==> src/rtl/uart_rom_loader.sv <==
// uart_rom_loader: receives a program image over an 8N1 UART line, writes it
// word by word into the instruction ROM write port and holds the core in
// reset until a complete, valid image has been loaded.
//
// Frame: A5, count LSB, count MSB (N words), N*4 data bytes (little-endian),
// and, when LOADER_CHECKSUM_EN is defined, a trailing byte equal to the sum
// mod 256 of all data bytes.
//
// Optional feature macro: LOADER_CHECKSUM_EN (trailing checksum byte).
//
// Ports:
//   clk         in   system clock
//   rst_n       in   asynchronous active-low reset
//   uart_rx     in   asynchronous serial input, idle high
//   rom_we      out  one-cycle ROM write strobe
//   rom_waddr   out  ROM word address
//   rom_wdata   out  ROM write data
//   core_rst_n  out  core reset, active low (high only after a good load)
//   busy        out  frame in progress
//   load_done   out  last frame loaded OK
//   load_err    out  last frame failed
module uart_rom_loader #(
  parameter int unsigned CLKS_PER_BIT = 434,
  parameter int unsigned ADDR_WIDTH   = 12,
  parameter int unsigned DATA_WIDTH   = 32
) (
  input  logic                  clk,
  input  logic                  rst_n,
  input  logic                  uart_rx,
  output logic                  rom_we,
  output logic [ADDR_WIDTH-1:0] rom_waddr,
  output logic [DATA_WIDTH-1:0] rom_wdata,
  output logic                  core_rst_n,
  output logic                  busy,
  output logic                  load_done,
  output logic                  load_err
);

  localparam int unsigned CNT_W = (CLKS_PER_BIT > 1) ? $clog2(CLKS_PER_BIT) : 1;
  localparam int unsigned HALF  = CLKS_PER_BIT / 2 - 1;
  localparam int unsigned FULL  = CLKS_PER_BIT - 1;
  localparam int unsigned CAP   = 1 << ADDR_WIDTH;
  localparam logic [7:0]  SYNC_BYTE = 8'hA5;

  typedef enum logic [1:0] {RX_IDLE, RX_START, RX_DATA, RX_STOP} rx_state_e;
  typedef enum logic [2:0] {ST_IDLE, ST_LEN_LO, ST_LEN_HI, ST_DATA, ST_CSUM,
                            ST_DONE, ST_ERR} state_e;

`ifdef LOADER_CHECKSUM_EN
  localparam state_e ST_AFTER_DATA = ST_CSUM;
`else
  localparam state_e ST_AFTER_DATA = ST_DONE;
`endif

  // Two-flop synchronizer plus one delayed copy for falling-edge detection
  logic sync1_q, sync2_q, prev_q;

  always_ff @(posedge clk or negedge rst_n) begin
    if (!rst_n) begin
      sync1_q <= 1'b1;
      sync2_q <= 1'b1;
      prev_q  <= 1'b1;
    end else begin
      sync1_q <= uart_rx;
      sync2_q <= sync1_q;
      prev_q  <= sync2_q;
    end
  end

  // UART receiver
  rx_state_e        rx_state_q, rx_state_d;
  logic [CNT_W-1:0] cnt_q, cnt_d;
  logic [2:0]       bit_q, bit_d;
  logic [7:0]       shift_q, shift_d;
  logic             byte_valid_c, frame_err_c;
  logic [7:0]       rx_byte_c;

  always_ff @(posedge clk or negedge rst_n) begin
    if (!rst_n) begin
      rx_state_q <= RX_IDLE;
      cnt_q      <= '0;
      bit_q      <= '0;
      shift_q    <= '0;
    end else begin
      rx_state_q <= rx_state_d;
      cnt_q      <= cnt_d;
      bit_q      <= bit_d;
      shift_q    <= shift_d;
    end
  end

  always_comb begin
    rx_state_d   = rx_state_q;
    cnt_d        = cnt_q + CNT_W'(1);
    bit_d        = bit_q;
    shift_d      = shift_q;
    byte_valid_c = 1'b0;
    frame_err_c  = 1'b0;
    rx_byte_c    = shift_q;
    case (rx_state_q)
      RX_IDLE: begin
        cnt_d = '0;
        if (prev_q && !sync2_q) rx_state_d = RX_START;
      end
      RX_START: begin
        // A line that is high again at mid-start was a glitch
        if (cnt_q == CNT_W'(HALF)) begin
          cnt_d      = '0;
          bit_d      = '0;
          rx_state_d = sync2_q ? RX_IDLE : RX_DATA;
        end
      end
      RX_DATA: begin
        if (cnt_q == CNT_W'(FULL)) begin
          cnt_d   = '0;
          shift_d = {sync2_q, shift_q[7:1]};
          bit_d   = bit_q + 3'd1;
          if (bit_q == 3'd7) rx_state_d = RX_STOP;
        end
      end
      RX_STOP: begin
        if (cnt_q == CNT_W'(FULL)) begin
          rx_state_d   = RX_IDLE;
          byte_valid_c = sync2_q;
          frame_err_c  = !sync2_q;
        end
      end
      default: rx_state_d = RX_IDLE;
    endcase
  end

  // Frame parser and ROM writer
  state_e                state_q, state_d;
  logic [7:0]            len_lo_q, len_lo_d;
  logic [15:0]           len_q, len_d;
  logic [15:0]           wcnt_q, wcnt_d;
  logic [1:0]            idx_q, idx_d;
  logic [23:0]           word_q, word_d;
  logic [15:0]           len_n;
  logic                  rom_we_q, rom_we_d;
  logic [ADDR_WIDTH-1:0] rom_waddr_q, rom_waddr_d;
  logic [DATA_WIDTH-1:0] rom_wdata_q, rom_wdata_d;
  logic                  core_rst_n_q, core_rst_n_d;
  logic                  busy_q, busy_d;
  logic                  load_done_q, load_done_d;
  logic                  load_err_q, load_err_d;
`ifdef LOADER_CHECKSUM_EN
  logic [7:0]            csum_q, csum_d;
`endif

  always_ff @(posedge clk or negedge rst_n) begin
    if (!rst_n) begin
      state_q      <= ST_IDLE;
      len_lo_q     <= '0;
      len_q        <= '0;
      wcnt_q       <= '0;
      idx_q        <= '0;
      word_q       <= '0;
      rom_we_q     <= 1'b0;
      rom_waddr_q  <= '0;
      rom_wdata_q  <= '0;
      core_rst_n_q <= 1'b0;
      busy_q       <= 1'b0;
      load_done_q  <= 1'b0;
      load_err_q   <= 1'b0;
`ifdef LOADER_CHECKSUM_EN
      csum_q       <= '0;
`endif
    end else begin
      state_q      <= state_d;
      len_lo_q     <= len_lo_d;
      len_q        <= len_d;
      wcnt_q       <= wcnt_d;
      idx_q        <= idx_d;
      word_q       <= word_d;
      rom_we_q     <= rom_we_d;
      rom_waddr_q  <= rom_waddr_d;
      rom_wdata_q  <= rom_wdata_d;
      core_rst_n_q <= core_rst_n_d;
      busy_q       <= busy_d;
      load_done_q  <= load_done_d;
      load_err_q   <= load_err_d;
`ifdef LOADER_CHECKSUM_EN
      csum_q       <= csum_d;
`endif
    end
  end

  always_comb begin
    state_d     = state_q;
    len_lo_d    = len_lo_q;
    len_d       = len_q;
    wcnt_d      = wcnt_q;
    idx_d       = idx_q;
    word_d      = word_q;
    len_n       = {rx_byte_c, len_lo_q};
    rom_we_d    = 1'b0;
    rom_wdata_d = rom_wdata_q;
    // Address advances the cycle after each write strobe
    rom_waddr_d = rom_we_q ? rom_waddr_q + ADDR_WIDTH'(1) : rom_waddr_q;
`ifdef LOADER_CHECKSUM_EN
    csum_d      = csum_q;
`endif
    case (state_q)
      ST_IDLE, ST_DONE, ST_ERR: begin
        if (byte_valid_c && rx_byte_c == SYNC_BYTE) begin
          state_d = ST_LEN_LO;
`ifdef LOADER_CHECKSUM_EN
          csum_d  = '0;
`endif
        end
      end
      ST_LEN_LO: begin
        if (byte_valid_c) begin
          len_lo_d = rx_byte_c;
          state_d  = ST_LEN_HI;
        end
      end
      ST_LEN_HI: begin
        if (byte_valid_c) begin
          if (32'(len_n) > CAP) begin
            state_d = ST_ERR;
          end else if (len_n == 16'd0) begin
            state_d = ST_AFTER_DATA;
          end else begin
            state_d     = ST_DATA;
            len_d       = len_n;
            wcnt_d      = '0;
            idx_d       = '0;
            rom_waddr_d = '0;
          end
        end
      end
      ST_DATA: begin
        if (byte_valid_c) begin
`ifdef LOADER_CHECKSUM_EN
          csum_d = csum_q + rx_byte_c;
`endif
          idx_d = idx_q + 2'd1;
          case (idx_q)
            2'd0: word_d[7:0]   = rx_byte_c;
            2'd1: word_d[15:8]  = rx_byte_c;
            2'd2: word_d[23:16] = rx_byte_c;
            default: begin
              rom_we_d    = 1'b1;
              rom_wdata_d = DATA_WIDTH'({rx_byte_c, word_q});
              wcnt_d      = wcnt_q + 16'd1;
              if (wcnt_d == len_q) state_d = ST_AFTER_DATA;
            end
          endcase
        end
      end
      ST_CSUM: begin
`ifdef LOADER_CHECKSUM_EN
        if (byte_valid_c) state_d = (rx_byte_c == csum_q) ? ST_DONE : ST_ERR;
`else
        state_d = ST_ERR;
`endif
      end
      default: state_d = ST_IDLE;
    endcase

    // A corrupted byte inside a frame aborts it; the core stays in reset
    if (frame_err_c && (state_q inside {ST_LEN_LO, ST_LEN_HI, ST_DATA, ST_CSUM}))
      state_d = ST_ERR;

    busy_d       = state_d inside {ST_LEN_LO, ST_LEN_HI, ST_DATA, ST_CSUM};
    core_rst_n_d = (state_d == ST_DONE);
    load_done_d  = (state_d == ST_DONE);
    load_err_d   = (state_d == ST_ERR);
  end

  assign rom_we     = rom_we_q;
  assign rom_waddr  = rom_waddr_q;
  assign rom_wdata  = rom_wdata_q;
  assign core_rst_n = core_rst_n_q;
  assign busy       = busy_q;
  assign load_done  = load_done_q;
  assign load_err   = load_err_q;

endmodule

==> config.mk <==
export PLATFORM = sky130hd
export DESIGN_NAME = uart_rom_loader
export DESIGN_NICKNAME = d
export VERILOG_FILES = /design/src/rtl/uart_rom_loader.sv
export SDC_FILE = /design/constraint.sdc
export NUM_CORES = 1
export LEC_CHECK = 0
export BUFFER_PORTS_ARGS = -buffer_cell sky130_fd_sc_hd__buf_2
export CAP_MARGIN = 20
export CORE_ASPECT_RATIO = 0.75
export CORE_MARGIN = 10
export CORE_UTILIZATION = 49
export DETAILED_ROUTE_END_ITERATION = 8
export GPL_TIMING_DRIVEN = 0
export PLACE_DENSITY = 0.69
export SETUP_SLACK_MARGIN = 0.15
export SYNTH_ARGS = -nofsm -noshare
export SYNTH_HDL_FRONTEND = slang
export SYNTH_SLANG_ARGS = --single-unit
==> constraint.sdc <==
create_clock -name clk -period 6.13 [get_ports clk]
set_input_delay 1.839 -clock clk [delete_from_list [all_inputs] [get_ports clk]]
set_output_delay 1.839 -clock clk [all_outputs]
set_load 0.02 [all_outputs]
**Word level (Yosys, flattened, before mapping)**

Cells that the tools add are included.

- Bits of input ports: 3
- Flip-flop bits (word level): 142

- Add/subtract/negate cells: 5
- Reduce and logical (&&, ||, !) cells: 25
- Bitwise operators: 3
- Magnitude comparators: 1
- Eq/ne operators: 32
- Mux-type cells: 46

Operators with widths:

| kind | number |
|---|---|
| $mux 16 | 5 |
| $mux 12 | 5 |
| $mux 3 | 11 |
| $pmux 16 s2 | 1 |
| $pmux 9 s3 | 1 |
| $eq 3x3->1 const B | 7 |
| $mux 2 | 10 |
| $ne 2x2->1 const B | 10 |
| $mux 9 | 2 |
| $add 16x1->16 const B | 1 |
| $eq 16x16->1 | 1 |
| $gt 16x13->1 const B | 1 |
| $logic_not 16->1 | 1 |
| $pmux 3 s5 | 1 |
| $reduce_and 3->1 | 5 |
| $add 12x1->12 const B | 1 |
| $eq 3x2->1 const B | 4 |
| $reduce_and 5->1 | 2 |
| $add 9x1->9 const B | 1 |
| $eq 9x8->1 const B | 1 |
| $eq 9x9->1 const B | 1 |
| $eq 8x8->1 const B | 1 |
| $pmux 2 s4 | 1 |
| $reduce_bool 4->1 | 2 |
| 18 further kinds | 36 |

**Depth between registers and ports, before layout**

Gate-level depths: netlist of run 1.

- Word-level depth: 9
- Mapped depth: 10
- Depth with buffers taken out: 9

**Worst setup path after synthesis of run 1**

OpenSTA, ideal clock, no wires.

- Path kind: register to output
- Start: register load_done_q (netlist: load_done)
- End: output load_done
- Buffers on the path: 1
- Setup slack: 3.678 ns
- Arrival: 0.613 ns
- Required time: 4.291 ns
- Cell stages (with the launch flop): 2
- Cells stage by stage: dfrtp_1 buf_4

RTL lines:

| element | RTL line | text |
|---|---|---|
| from (decl) | 145 | `logic load_done_q, load_done_d;` |
| from (signal assigned) | 181 | `load_done_q <= load_done_d;` |
| to (decl) | 35 | `output logic load_done,` |

No word-level cell between the ends.

**Worst setup path after layout of run 1**

- Start: register load_done_q (netlist: load_done)
- End: output load_done

No word-level cell between the ends.

==> results of run 1 <==
## stage by stage
| step | area [sq um] | power [mW] | setup WS, ns |
|---|---|---|---|
| global route | 7640 | 2.16 | 3.14 |
| finish | 7640 | 2.08 | 3.19 |
| global placement | 7020 | 1.06 | 1.33 |
| floorplan | 6550 | 1.03 | 3.68 |
| CTS | 7640 | 2.10 | 3.17 |
| detailed placement | 7060 | 1.07 | 3.43 |
## cells in the final DEF, fill, tap and decap left out, types with 4 or more instances in the layout
cell                          n
sky130_fd_sc_hd__dfrtp_1    139
sky130_fd_sc_hd__nand2_1    128
sky130_fd_sc_hd__buf_2       64
sky130_fd_sc_hd__nor2_1      51
sky130_fd_sc_hd__mux2_2      40
sky130_fd_sc_hd__o21ai_0     23
sky130_fd_sc_hd__xor2_1      20
sky130_fd_sc_hd__xnor2_1     19
sky130_fd_sc_hd__nand3_1     17
sky130_fd_sc_hd__clkbuf_16   17
sky130_fd_sc_hd__a21oi_1     15
sky130_fd_sc_hd__nand4_1     13
sky130_fd_sc_hd__inv_1       12
sky130_fd_sc_hd__mux2_1      12
sky130_fd_sc_hd__a31oi_1     11
sky130_fd_sc_hd__ha_1        11
sky130_fd_sc_hd__clkbuf_1    10
sky130_fd_sc_hd__and3_1       8
sky130_fd_sc_hd__nor3_1       6
sky130_fd_sc_hd__or3_1        6
sky130_fd_sc_hd__nor4_1       4
sky130_fd_sc_hd__nor2b_1      4
sky130_fd_sc_hd__o21a_1       4
sky130_fd_sc_hd__a22o_1       4
sky130_fd_sc_hd__inv_8        4
sky130_fd_sc_hd__inv_6        4
## worst max-delay path, delay by kind of cell, from the launching register on
family,cells,cell delay [ns]
flops,1,0.40
buf+inv,2,0.28
## flip-flops by register name, indices dropped and copies added, names as in the netlist, named ones only
register	count
busy	1
load_done	1
rom_we	1
wcnt_q	16
bit_q	3
state_q	3
sync2_q	1
rx_state_q	1
word_q	24
idx_q	2
len_lo_q	8
load_err	1
rx_byte_c	8
sync1_q	1
len_q	16
rom_wdata	32
prev_q	1
cnt_q	9
rom_waddr	12
## layout make-up
class | instances | area (sq um)
well taps | 171 | 214
repair buffers | 52 | 289
fillers | 1110 | 5420
multi-input cells | 441 | 2810
flip-flops and latches | 142 | 3560
plain buffers | 28 | 141
inverters | 13 | 48.8
clock buffers | 18 | 439
clock inverters | 14 | 149
## path summary, 6_finish.rpt
kind / endpoint / slack (ns) / start / cells past startpoint
setup / recovery: load_done / 3.19 / load_done / 2
hold / removal: sync2_q / 0.36 / sync1_q / 0
setup reg to reg: wcnt_q[4] / 3.34 / rx_byte_c[3] / 8
hold reg to reg: sync2_q / 0.36 / sync1_q / 0
max in group asynchronous: sync1_q / 3.95 / rst_n / 2
min in group asynchronous: wcnt_q[3] / 1.38 / rst_n / 1
## power groups by stage
stage | registers, mW | logic (mW) | clock network (mW)
6_report | 0.975 | 0.0746 | 1.03
4_1_cts | 0.975 | 0.0761 | 1.05
3_3_place_gp | 0.991 | 0.0693 | 0
5_1_grt | 0.978 | 0.0878 | 1.09
3_5_place_dp | 0.992 | 0.0753 | 0
2_1_floorplan | 0.988 | 0.0435 | 0
## kinds of logic (layout without fill, tap and decap cells)
logic type                 after synthesis  in the layout
and+or+nand+nor                        259            259
DFF                                    142            142
AOI/OAI and AO/OA                       77             77
muxes                                   55             55
buffers and inverters                   41            125
xor gates and xnor gates                39             39
adders and majority gates               11             11
## layer usage
| metal | share of wire | GRT usage | vias up | routed length, um |
|---|---|---|---|---|
| met3 | 0.043 | 0.0443 | 23 | 639 |
| met4 | 0.012 | 0.0506 | 0 | 180 |
| met5 | 0 | 0 | - | 0 |
| met1 | 0.47 | 0.217 | 2436 | 6960 |
| li1 | - | - | 2290 | - |
| met2 | 0.48 | 0.267 | 120 | 7080 |
==> flow_results.org, run 1 <==
** Run status
- Run status :: complete, no violations

** Cells and area
- Proportion of layout cells with a drive suffix above 1 :: 0.230
- At the end of the flow the core is filled with cells to 0.585.
- Diode count :: 0
- The final layout contains 709 nets.
- Compared with the post-synthesis result, the final layout area differs by 16.6%.
- Post-layout instance count excluding filler cells :: 879

** Yosys
- For this run, the number of Yosys warnings is 0.
- By area the synthesized netlist is led by sky130_fd_sc_hd__dfrtp_1 53%, sky130_fd_sc_hd__nand2_1 7.3%, sky130_fd_sc_hd__mux2_2 6.9%, sky130_fd_sc_hd__nor2_1 2.9%, sky130_fd_sc_hd__xor2_1 2.7%.
- Main synth FF type :: sky130_fd_sc_hd__dfrtp_1
- After synthesis, the largest family of logic cells by area is simple AND/OR/NAND/NOR gates.
- Cell type with the largest total area after synthesis :: sky130_fd_sc_hd__dfrtp_1
- Each instance of the synthesized netlist takes up on average 10.5 sq um.
- Post-Synthesis Cells :: 624
- Simple-gate share of the synthesized area :: 0.187
- The synthesized design contains 0 enable-type register cells.
- The commonest cells after synthesis are 139 x sky130_fd_sc_hd__dfrtp_1, 128 x sky130_fd_sc_hd__nand2_1, 51 x sky130_fd_sc_hd__nor2_1.
- The share of the Yosys chip area taken by registers is 0.543.
- After synthesis, the share of cell area in mux cells is 0.0939.
- Register bit count reported by yosys :: 142
- Share of synthesized registers carrying an async set or reset :: 1.00
- Portion of synthesized cell area occupied by the leading cell type :: 0.531
- The synthesized netlist occupies a cell area of 6550 sq um.
- The post-synthesis compound-gate area fraction was 0.0745.
- Total nets after synthesis :: 638
- Xor/xnor cell area share of the yosys netlist :: 0.0521
- Most instantiated library cell after synthesis :: sky130_fd_sc_hd__dfrtp_1
- Synthesized-area fraction occupied by adder cells :: 0.0210
- Cell variety after synth :: 60

** Route
- For this run, design rule violations remaining after detail routing come to 0.
- First-pass DRT Iterations :: 5
- In the final routed layout, each cell accounts on average for 16.9 um.
- For this block, the routed nets add up to 14900 um of wire.
- For this block, the initial DRC count from the detailed router was 360.
- In the routed layout, each cell is associated on average with a via count of 5.54.
- The routed layout has 4869 vias.
- Count of antenna-violating nets left after detailed routing :: 0

** Clock tree
- TritonCTS clock tree :: done
- CTS root buffer :: sky130_fd_sc_hd__clkbuf_16
- CTS resizes :: 0
- CTS saw 142 sinks.
- Clock-pin slew was measured on the worst setup and hold paths at 0.07 ns.
- Buffers inserted during post-CTS setup optimization :: 0
- The longest clock path from root to sink contains 2 buffers.
- Hold-fix buffers, CTS :: 0
- CTS H-tree depth :: 4
- At the later pin of the worst-skew pair, clock insertion delay measures 0.43 ns.
- Number of buffers added by the clock tree synthesis step :: 17

** Pwr
- Summed over all nets, the switching power comes to 0.510 mW.
- Across the VDD grid, the largest voltage drop is 0.138 mV.
- Sequential cell fraction of total power :: 0.469
- For this design the static power due to leakage is 3.91 nW.
- In this run the power density over the cells is 272 nW/um^2.
- The share of total power dissipated in combinational logic is 0.036.
- Of the total power, the share spent switching nets is 0.245.
- Power share of the clock group :: 0.495
- Internal power of the cells :: 1.57 mW

** STA
- Max Slew Vio Count :: 0
- The number of hold-slack violations in the final timing report came to 0.
- For the pin with the worst max-slew slack, the measured transition is 0.725 ns.
- Crit path time final :: 2.94 ns
- Layout Skew :: 0.0143 ns
- Hold Slack :: 0.357 ns
- Measured against its own limit, the worst slew margin works out to 0.514.
- Total negative slack for setup checks :: 0 ns
- Setup repair after global routing left no endpoint under its margin.
- Crit share post-route :: 0.479
- Setup violations remaining at the end of the flow were counted as 0.
- Max Clock Freq :: 0.340 GHz

** Critical path
- The largest single stage delay on the critical path is 0.40 ns.
- STA classifies the critical path startpoint as a flip-flop.
- In this run the worst path has a maximum fanout of 2.
- Data arrival time of the worst path :: 1.10 ns
- CP Data Required Time :: 4.29 ns
- The critical path in this run is classified as flip-flop to output pin.
- Crit-path cells :: buf_4, buf_2
- Kind of end point of the critical path :: output pin
- For this design, the slowest cell found on the critical path is sky130_fd_sc_hd__dfrtp_1.

** Floorplan
- Die area :: 18400 sq um
- The initial utilization of the core area, before any placement, comes to 0.502.
- In this run the horizontal extent of the chip is 154 um.
- Top-level port count :: 52
- Core footprint :: 13100 sq um
- The floorplan has 36 rows.
- Height of the chip :: 120 um

** Hold path
- The path class of the tightest hold or removal check is flip-flop to flip-flop.

** Global route
- Largest net degree at the start of global routing :: 84
- After global routing the overflow that remains totals 0.
- The number of antenna violations at the first check in global routing was 0.
- Via count of the first global-routing pass :: 4933
- In the global route stage, overall resource usage came out at 0.167.
- The first global-routing pass estimated 25300 um of wire.

** Flow run
- Max-capacitance violation count :: 0

** Placed design
- Placed wire-length estimate :: 10100 um
- Cell total after placement :: 847
- Total of buffers placed on input and output ports :: 51
- At the end of routability-driven placement, the weighted congestion stood at 0.902.
Power figures use the tool's default switching activity.
==> inputs of run 2 (changes only) <==
--- a/config.mk
+++ b/config.mk
@@ -12,7 +12,7 @@
 export CORE_UTILIZATION = 49
 export DETAILED_ROUTE_END_ITERATION = 8
 export GPL_TIMING_DRIVEN = 0
-export PLACE_DENSITY = 0.69
+export PLACE_DENSITY = 0.72
 export SETUP_SLACK_MARGIN = 0.15
 export SYNTH_ARGS = -nofsm -noshare
 export SYNTH_HDL_FRONTEND = slang
==> constraint.sdc (replaced) <==
create_clock -name clk -period 2.4 [get_ports clk]
set_input_delay 0.72 -clock clk [delete_from_list [all_inputs] [get_ports clk]]
set_output_delay 0.72 -clock clk [all_outputs]
set_load 0.02 [all_outputs]
==> flow_results.org, run 2 (synthesis results as in run 1) <==
** Floorplan
- For this design the top-level I/O count stands at 52.
- Starting density of the core :: 0.502
- The floorplan step set the die width to 154 um.
- Number of cell rows :: 36
- The total area inside the core boundary comes to 13100 sq um.
- Height of the chip :: 120 um
- The die covers 18400 sq um.

** Global route
- Entering global routing, the biggest net connects 79 pins.
- The first global-routing pass estimated 25500 um of wire.
- For this run the aggregate overflow at the end of global routing stands at 0.
- The number of global-route vias before repair came to 4971.
- Across every metal layer, demand over resource in global routing totals 0.168.
- Initial antenna violation count :: 0

** Critical path
- Register-to-Register Setup Slack :: 0.12 ns
- Data arrival time of the worst path :: 2.57 ns
- The worst setup path is captured at a flip-flop.
- Of all nets on the critical path, the largest fanout is 10.
- CP Data Required Time :: 2.69 ns
- Category of the critical setup timing path :: flip-flop to flip-flop
- Start point of the critical path :: rx_byte_c[2]
- In this run the critical register-to-register path is captured at len_q[8].
- Critical Path Start Type :: flip-flop
- Worst R2R Path Depth :: 8
- Following the worst setup path forward leads to its endpoint at len_q[8].
- Startpoint of the worst register-to-register path :: rx_byte_c[2]

** STA
- Max Slew Vio Count :: 0
- Dividing the final minimum period by the clock period gives 0.948.
- Layout Skew :: 0.00823 ns
- Setup violations remaining at the end of the flow were counted as 0.
- Hold is met by 0.287 ns.
- Max Clock Freq :: 0.440 GHz
- Worst-case headroom to the max-slew limit :: 0.448
- RSZ-0062 raised after global routing :: true
- Crit path time final :: 2.28 ns
- The number of hold-slack violations in the final timing report was 0.
- Tightest Pin Transition :: 0.824 ns
- Setup slack closes at 0.125 ns.

** Cells and area
- Proportion of layout cells with a drive suffix above 1 :: 0.293
- For this run, the post-layout net count is 727.
- Layout overhead on the synthesized area :: 22.8%
- Leaving out fill and tap cells, the most frequent cells in the layout are 134 x sky130_fd_sc_hd__dfrtp_1, 128 x sky130_fd_sc_hd__nand2_1, 61 x sky130_fd_sc_hd__buf_2.
- Number of flip-flops in the largest register :: 32
- Diode count :: 0
- The finished layout holds 897 standard cells, fillers aside.
- After routing the design area is 8050 sq um.
- Commonest non-fill, non-tap cell in the layout :: sky130_fd_sc_hd__dfrtp_1

** Pwr
- Of the total power, combinational logic draws 0.046.
- The share of total power dissipated in the clock network is 0.496.
- Sequential cell fraction of total power :: 0.459
- Power density cells :: 676 nW/um^2
- Internal power of the cells :: 4.22 mW
- Of the total power, the share spent switching nets is 0.224.
- Summed over all cells, the static leakage comes to 4.08 nW.
- Switching Power :: 1.22 mW
- IR analysis of the VDD net gives a maximum drop of 0.464 mV.

** Flow run
- Max-capacitance violation count :: 0

** Placed design
- The congestion estimate from routability-driven global placement came to 0.937.
- At the placement stage, the worst setup path has a slack of -0.244 ns.
- Cell total after placement :: 847
- The wire-length estimate of the detail-placed layout is 10100 um.
- Placement-stage cell area :: 7060 sq um
- Total of buffers placed on input and output ports :: 51

** Route
- The first detailed-routing pass took 5 iterations.
- Vias per std cell :: 5.55
- Per-cell routed wire length :: 17.5 um
- DRT iter0 DRCs :: 384
- Once detail routing completed, the nets flagged for antenna violations numbered 0.
- WL final :: 15700 um
- The detailed router placed 4979 vias in this run.
- After detailed routing, the number of remaining DRC violations is 0.

** Hold path
- Min-delay worst type :: primary input to asynchronous set/reset pin

** Clock tree
- At the later pin of the worst-skew pair, clock insertion delay measures 0.41 ns.
- Buffers from clock root to sink, at most :: 2
- Clock-pin slew was measured on the worst setup and hold paths at 0.06 ns.
- TritonCTS built the clock tree.
- Clock tree synthesis found a total of 142 sinks.
- Number of buffers added by the clock tree synthesis step :: 17
- The root buffer cell chosen for the clock tree is sky130_fd_sc_hd__clkbuf_16.
- CTS H-tree depth :: 4

** Run status
- Run status :: complete, no violations
==> run 2: cell count changes in the layout (fill, tap and decap cells not counted), sizes merged <==
cell      change
buf          +19
bufinv        +2
clkinv        +2
clkinvlp      +1
inv           -6
==> run 2: per-stage QoR <==
step	setup TNS [ns]	total power, mW	util
2_1_floorplan	0	2.63	-
3_5_place_dp	-3.40	2.73	0.540
5_1_grt	0	5.64	0.616
3_3_place_gp	-179.12	2.71	0.538
6_report	0	5.44	0.616
4_1_cts	0	5.42	0.602
==> run 2: cell type report <==
type / instances / area [sq um]
fillers: 1039 / 5010
flip-flops and latches: 142 / 3560
well taps: 171 / 214
multi-input cells: 441 / 3010
clock inverters: 13 / 164
plain buffers: 28 / 164
inverters: 13 / 51.3
repair buffers: 70 / 440
clock buffers: 19 / 443
==> run 2: worst min path at each step <==
stage,slack (ns),to,from
floorplan,0.35,sync2_q,sync1_q
CTS,0.32,rom_wdata[5],rst_n
global placement,0.35,sync2_q,sync1_q
finish,0.29,rom_wdata[5],rst_n
global route,0.33,rom_wdata[5],rst_n
detailed placement,0.35,sync2_q,sync1_q
==> run 2: power groups by stage <==
stage	logic (mW)	registers (mW)	clock network, mW
finish	0.248	2.50	2.70
global route	0.289	2.50	2.85
CTS	0.206	2.49	2.72
detailed placement	0.191	2.54	0
global placement	0.175	2.53	0
floorplan	0.111	2.52	0
==> run 2: layer usage <==
metal,vias to the layer above,track usage,share of wire
met5,-,0,0
met4,0,0.0465,0.017
met3,31,0.0446,0.062
met2,154,0.268,0.48
met1,2469,0.220,0.44
li1,2325,-,-
==> run 2: timing repair <==
item / 4_1_cts / 5_1_grt
setup buffers: 9 / 9
pin swaps: 5 / 7
resized for setup: 26 / 40
endpoints found under the hold margin: 0 / 0
cloned: 0 / 0
setup endpoints to repair: 100 / 127
hold buffers: 0 / 0
==> run 2: critical path: stages, from the launching register on <==
cell,delay [ns]
sky130_fd_sc_hd__dfrtp_1,0.35
sky130_fd_sc_hd__buf_2,0.21
sky130_fd_sc_hd__nor4_4,0.34
sky130_fd_sc_hd__a31o_2,0.25
sky130_fd_sc_hd__nand3_4,0.13
sky130_fd_sc_hd__nor3b_2,0.23
sky130_fd_sc_hd__buf_4,0.19
sky130_fd_sc_hd__buf_4,0.13
sky130_fd_sc_hd__mux2_1,0.32
==> inputs of run 3 (changes only) <==
--- a/config.mk
+++ b/config.mk
@@ -10,10 +10,11 @@
 export CORE_ASPECT_RATIO = 0.75
 export CORE_MARGIN = 10
 export CORE_UTILIZATION = 49
+export CTS_CLUSTER_SIZE = 25
 export DETAILED_ROUTE_END_ITERATION = 8
 export GPL_TIMING_DRIVEN = 0
 export PLACE_DENSITY = 0.72
-export SETUP_SLACK_MARGIN = 0.15
+export SETUP_SLACK_MARGIN = 0.2
 export SYNTH_ARGS = -nofsm -noshare
 export SYNTH_HDL_FRONTEND = slang
 export SYNTH_SLANG_ARGS = --single-unit
==> flow_results.org, run 3 (synthesis results as in run 1) <==
** Placed design
- Before CTS, the worst setup slack after placement is -0.244 ns.
- Including well taps, the total number of placed cells is 847.
- Summed over all nets, the half-perimeter wirelength after detailed placement is 10100 um.
- Final GP Congestion :: 0.937
- Input and output buffers added on the ports amount to 51.

** Critical path
- Sum of buffers and inverters on the critical path :: 1
- CP max-delay cell :: sky130_fd_sc_hd__o31ai_1
- Data arrives at the worst endpoint at 2.58 ns.
- Category of the critical setup timing path :: flip-flop to flip-flop
- The setup check on the worst reg-to-reg path leaves a slack of 0.13 ns.
- The signal on the critical path passes through buf_1, nand4_1, o31ai_1, a21oi_1, a311oi_2, o21ai_2, a31oi_1.
- CP Data Required Time :: 2.71 ns
- The kind of cell with the highest combined delay along the critical path is compound AO/OA/AOI/OAI gates.
- The worst setup path is captured at a flip-flop.
- R2r endpoint :: busy
- Worst R2R Path Depth :: 7
- Tracing the worst setup path back leads to its startpoint at rx_byte_c[7].
- In this run the critical register-to-register path is launched from rx_byte_c[7].
- Critical Path Start Type :: flip-flop
- Destination of the critical timing path :: busy
- Largest fanout on the critical path :: 9
- In this design, the stage delay of the slowest critical-path cell is 0.44 ns.
- Total stage count of the critical path :: 7

** Global route
- The number of antenna violations at the first check in global routing was 0.
- Grt total ovfl :: 0
- Most crowded layer after global routing :: met2
- Overall routing resource usage :: 0.169
- Entering global routing, the biggest net connects 79 pins.
- Met3 demand-to-capacity share in global routing :: 0.0432
- Via count of the first global-routing pass :: 5016
- For this run, global-route usage on met1 was measured as 0.222.
- Met2 usage :: 0.274
- The first global-routing pass estimated 25800 um of wire.

** Route
- The detailed router finished its first iteration with 385 violations.
- Routed vias :: 5065
- WL final :: 16300 um
- In the routed layout, each cell is associated on average with a via count of 5.61.
- First-pass DRT Iterations :: 6
- In the routed design, unresolved DRC markers number 0.
- Per-cell routed wire length :: 18.0 um
- The detail route stage leaves a number of antenna-violating nets equal to 0.

** Cells and area
- Proportion of layout cells with a drive suffix above 1 :: 0.325
- # fillers :: 1007
- Commonest non-fill, non-tap cell in the layout :: sky130_fd_sc_hd__dfrtp_1
- Number of flip-flops in the largest register :: 32
- In the layout the commonest cells are 135 x sky130_fd_sc_hd__dfrtp_1, 126 x sky130_fd_sc_hd__nand2_1, 58 x sky130_fd_sc_hd__buf_2.
- Relative to the synthesized area, the layout overhead comes to 25.7%.
- Diode count :: 0
- Post-layout instance count excluding filler cells :: 903
- At the end of the flow, the number of nets in the layout was 733.

** Clock tree
- The number of clock buffers added by TritonCTS is 17.
- The H-tree generated during clock tree synthesis spans 4 levels.
- Skew-Pair Late Insertion Delay :: 0.41 ns
- The clock passes through at most 2 buffers.
- Counting every sink on the clock net gives 142.
- After clock tree synthesis, the clock-pin slew on the worst setup and hold paths is 0.06 ns.
- TritonCTS built the clock tree.
- In this run the clock root is driven by a sky130_fd_sc_hd__clkbuf_16.

** Floorplan
- Core footprint :: 13100 sq um
- For this configuration, the core starts out at a cell density of 0.502.
- Die span in x :: 154 um
- During I/O placement, the number of pins put on the boundary was 52.
- The floorplan has 36 rows.
- Height of the chip :: 120 um
- The die covers 18400 sq um.

** STA
- Final hold analysis gives a worst-case slack of 0.296 ns.
- Total negative slack for setup checks :: 0 ns
- Static timing analysis puts the maximum clock frequency at 0.441 GHz.
- Tightest Pin Transition :: 0.780 ns
- The worst path in the final design needs a cycle of 2.27 ns, including I/O delays and setup.
- Crit share post-route :: 0.945
- The worst pin sits at a relative slew slack of 0.477.
- For the final database, setup skew stands at 0.00831 ns.
- PnR worst setup slack :: 0.132 ns
- Number of hold violations in the final report :: 0
- Setup-violating endpoint count in the final report :: 0
- Max Slew Vio Count :: 0
- Setup repair after global routing could not meet its margin everywhere.

** Run status
- Run status :: complete, no violations

** Pwr
- IR analysis of the VDD net gives a maximum drop of 0.460 mV.
- For this design the ratio of total power to cell area is 663 nW/um^2.
- Summed over all cells, the static leakage comes to 4.13 nW.

** Hold path
- The tightest min-delay check is of the primary input to asynchronous set/reset pin type.

** Flow run
- Max-capacitance violation count :: 0
[run 3: cell type report]
type	count	area (sq um)	share of cell area
Timing Repair Buffer	76	527	0.0640
Inverter	13	51.3	0.00623
Sequential cell	142	3560	0.433
Tap cell	171	214	0.0260
Clock buffer	19	443	0.0538
Buffer	28	185	0.0225
Multi-Input combinational cell	441	3090	0.375
Clock inverter	13	164	0.0199
[run 3: routing by layer]
layer / part of all wire / routed length, um / vias to the layer above
li1: - / - / 2346
met1: 0.44 / 7200 / 2522
met2: 0.49 / 7990 / 171
met3: 0.055 / 889 / 26
met4: 0.012 / 199 / 0
met5: 0 / 0 / -
[run 3: how the worst min path moves through the flow]
| stage | depth (start not counted) | endpoint | start |
|---|---|---|---|
| 3_3_place_gp | 0 | sync2_q | sync1_q |
| 2_1_floorplan | 0 | sync2_q | sync1_q |
| 5_1_grt | 1 | rom_wdata[5] | rst_n |
| 4_1_cts | 1 | rom_wdata[5] | rst_n |
| 3_5_place_dp | 0 | sync2_q | sync1_q |
| 6_report | 1 | rom_wdata[5] | rst_n |
[run 3: where the power goes]
part	leakage (nW)	internal, mW	switching [mW]
clock	0.294	1.67	1.02
sequential	1.96	2.44	0.0523
combinational	1.87	0.130	0.146
total	4.13	4.24	1.22
[run 3: per-stage QoR]
stage | area, sq um | util | power [mW]
floorplan | 6550 | - | 2.63
global placement | 7020 | 0.538 | 2.71
detailed placement | 7060 | 0.540 | 2.73
CTS | 7970 | 0.610 | 5.48
global route | 8240 | 0.630 | 5.66
finish | 8240 | 0.630 | 5.46
[run 3: repair_timing]
item                                    CTS  global route
hold buffers                              0             0
gates cloned                              0             1
pin swaps                                 7            17
resized for setup                        47            52
endpoints found under the setup margin  121            87
buffers inserted                         13            10
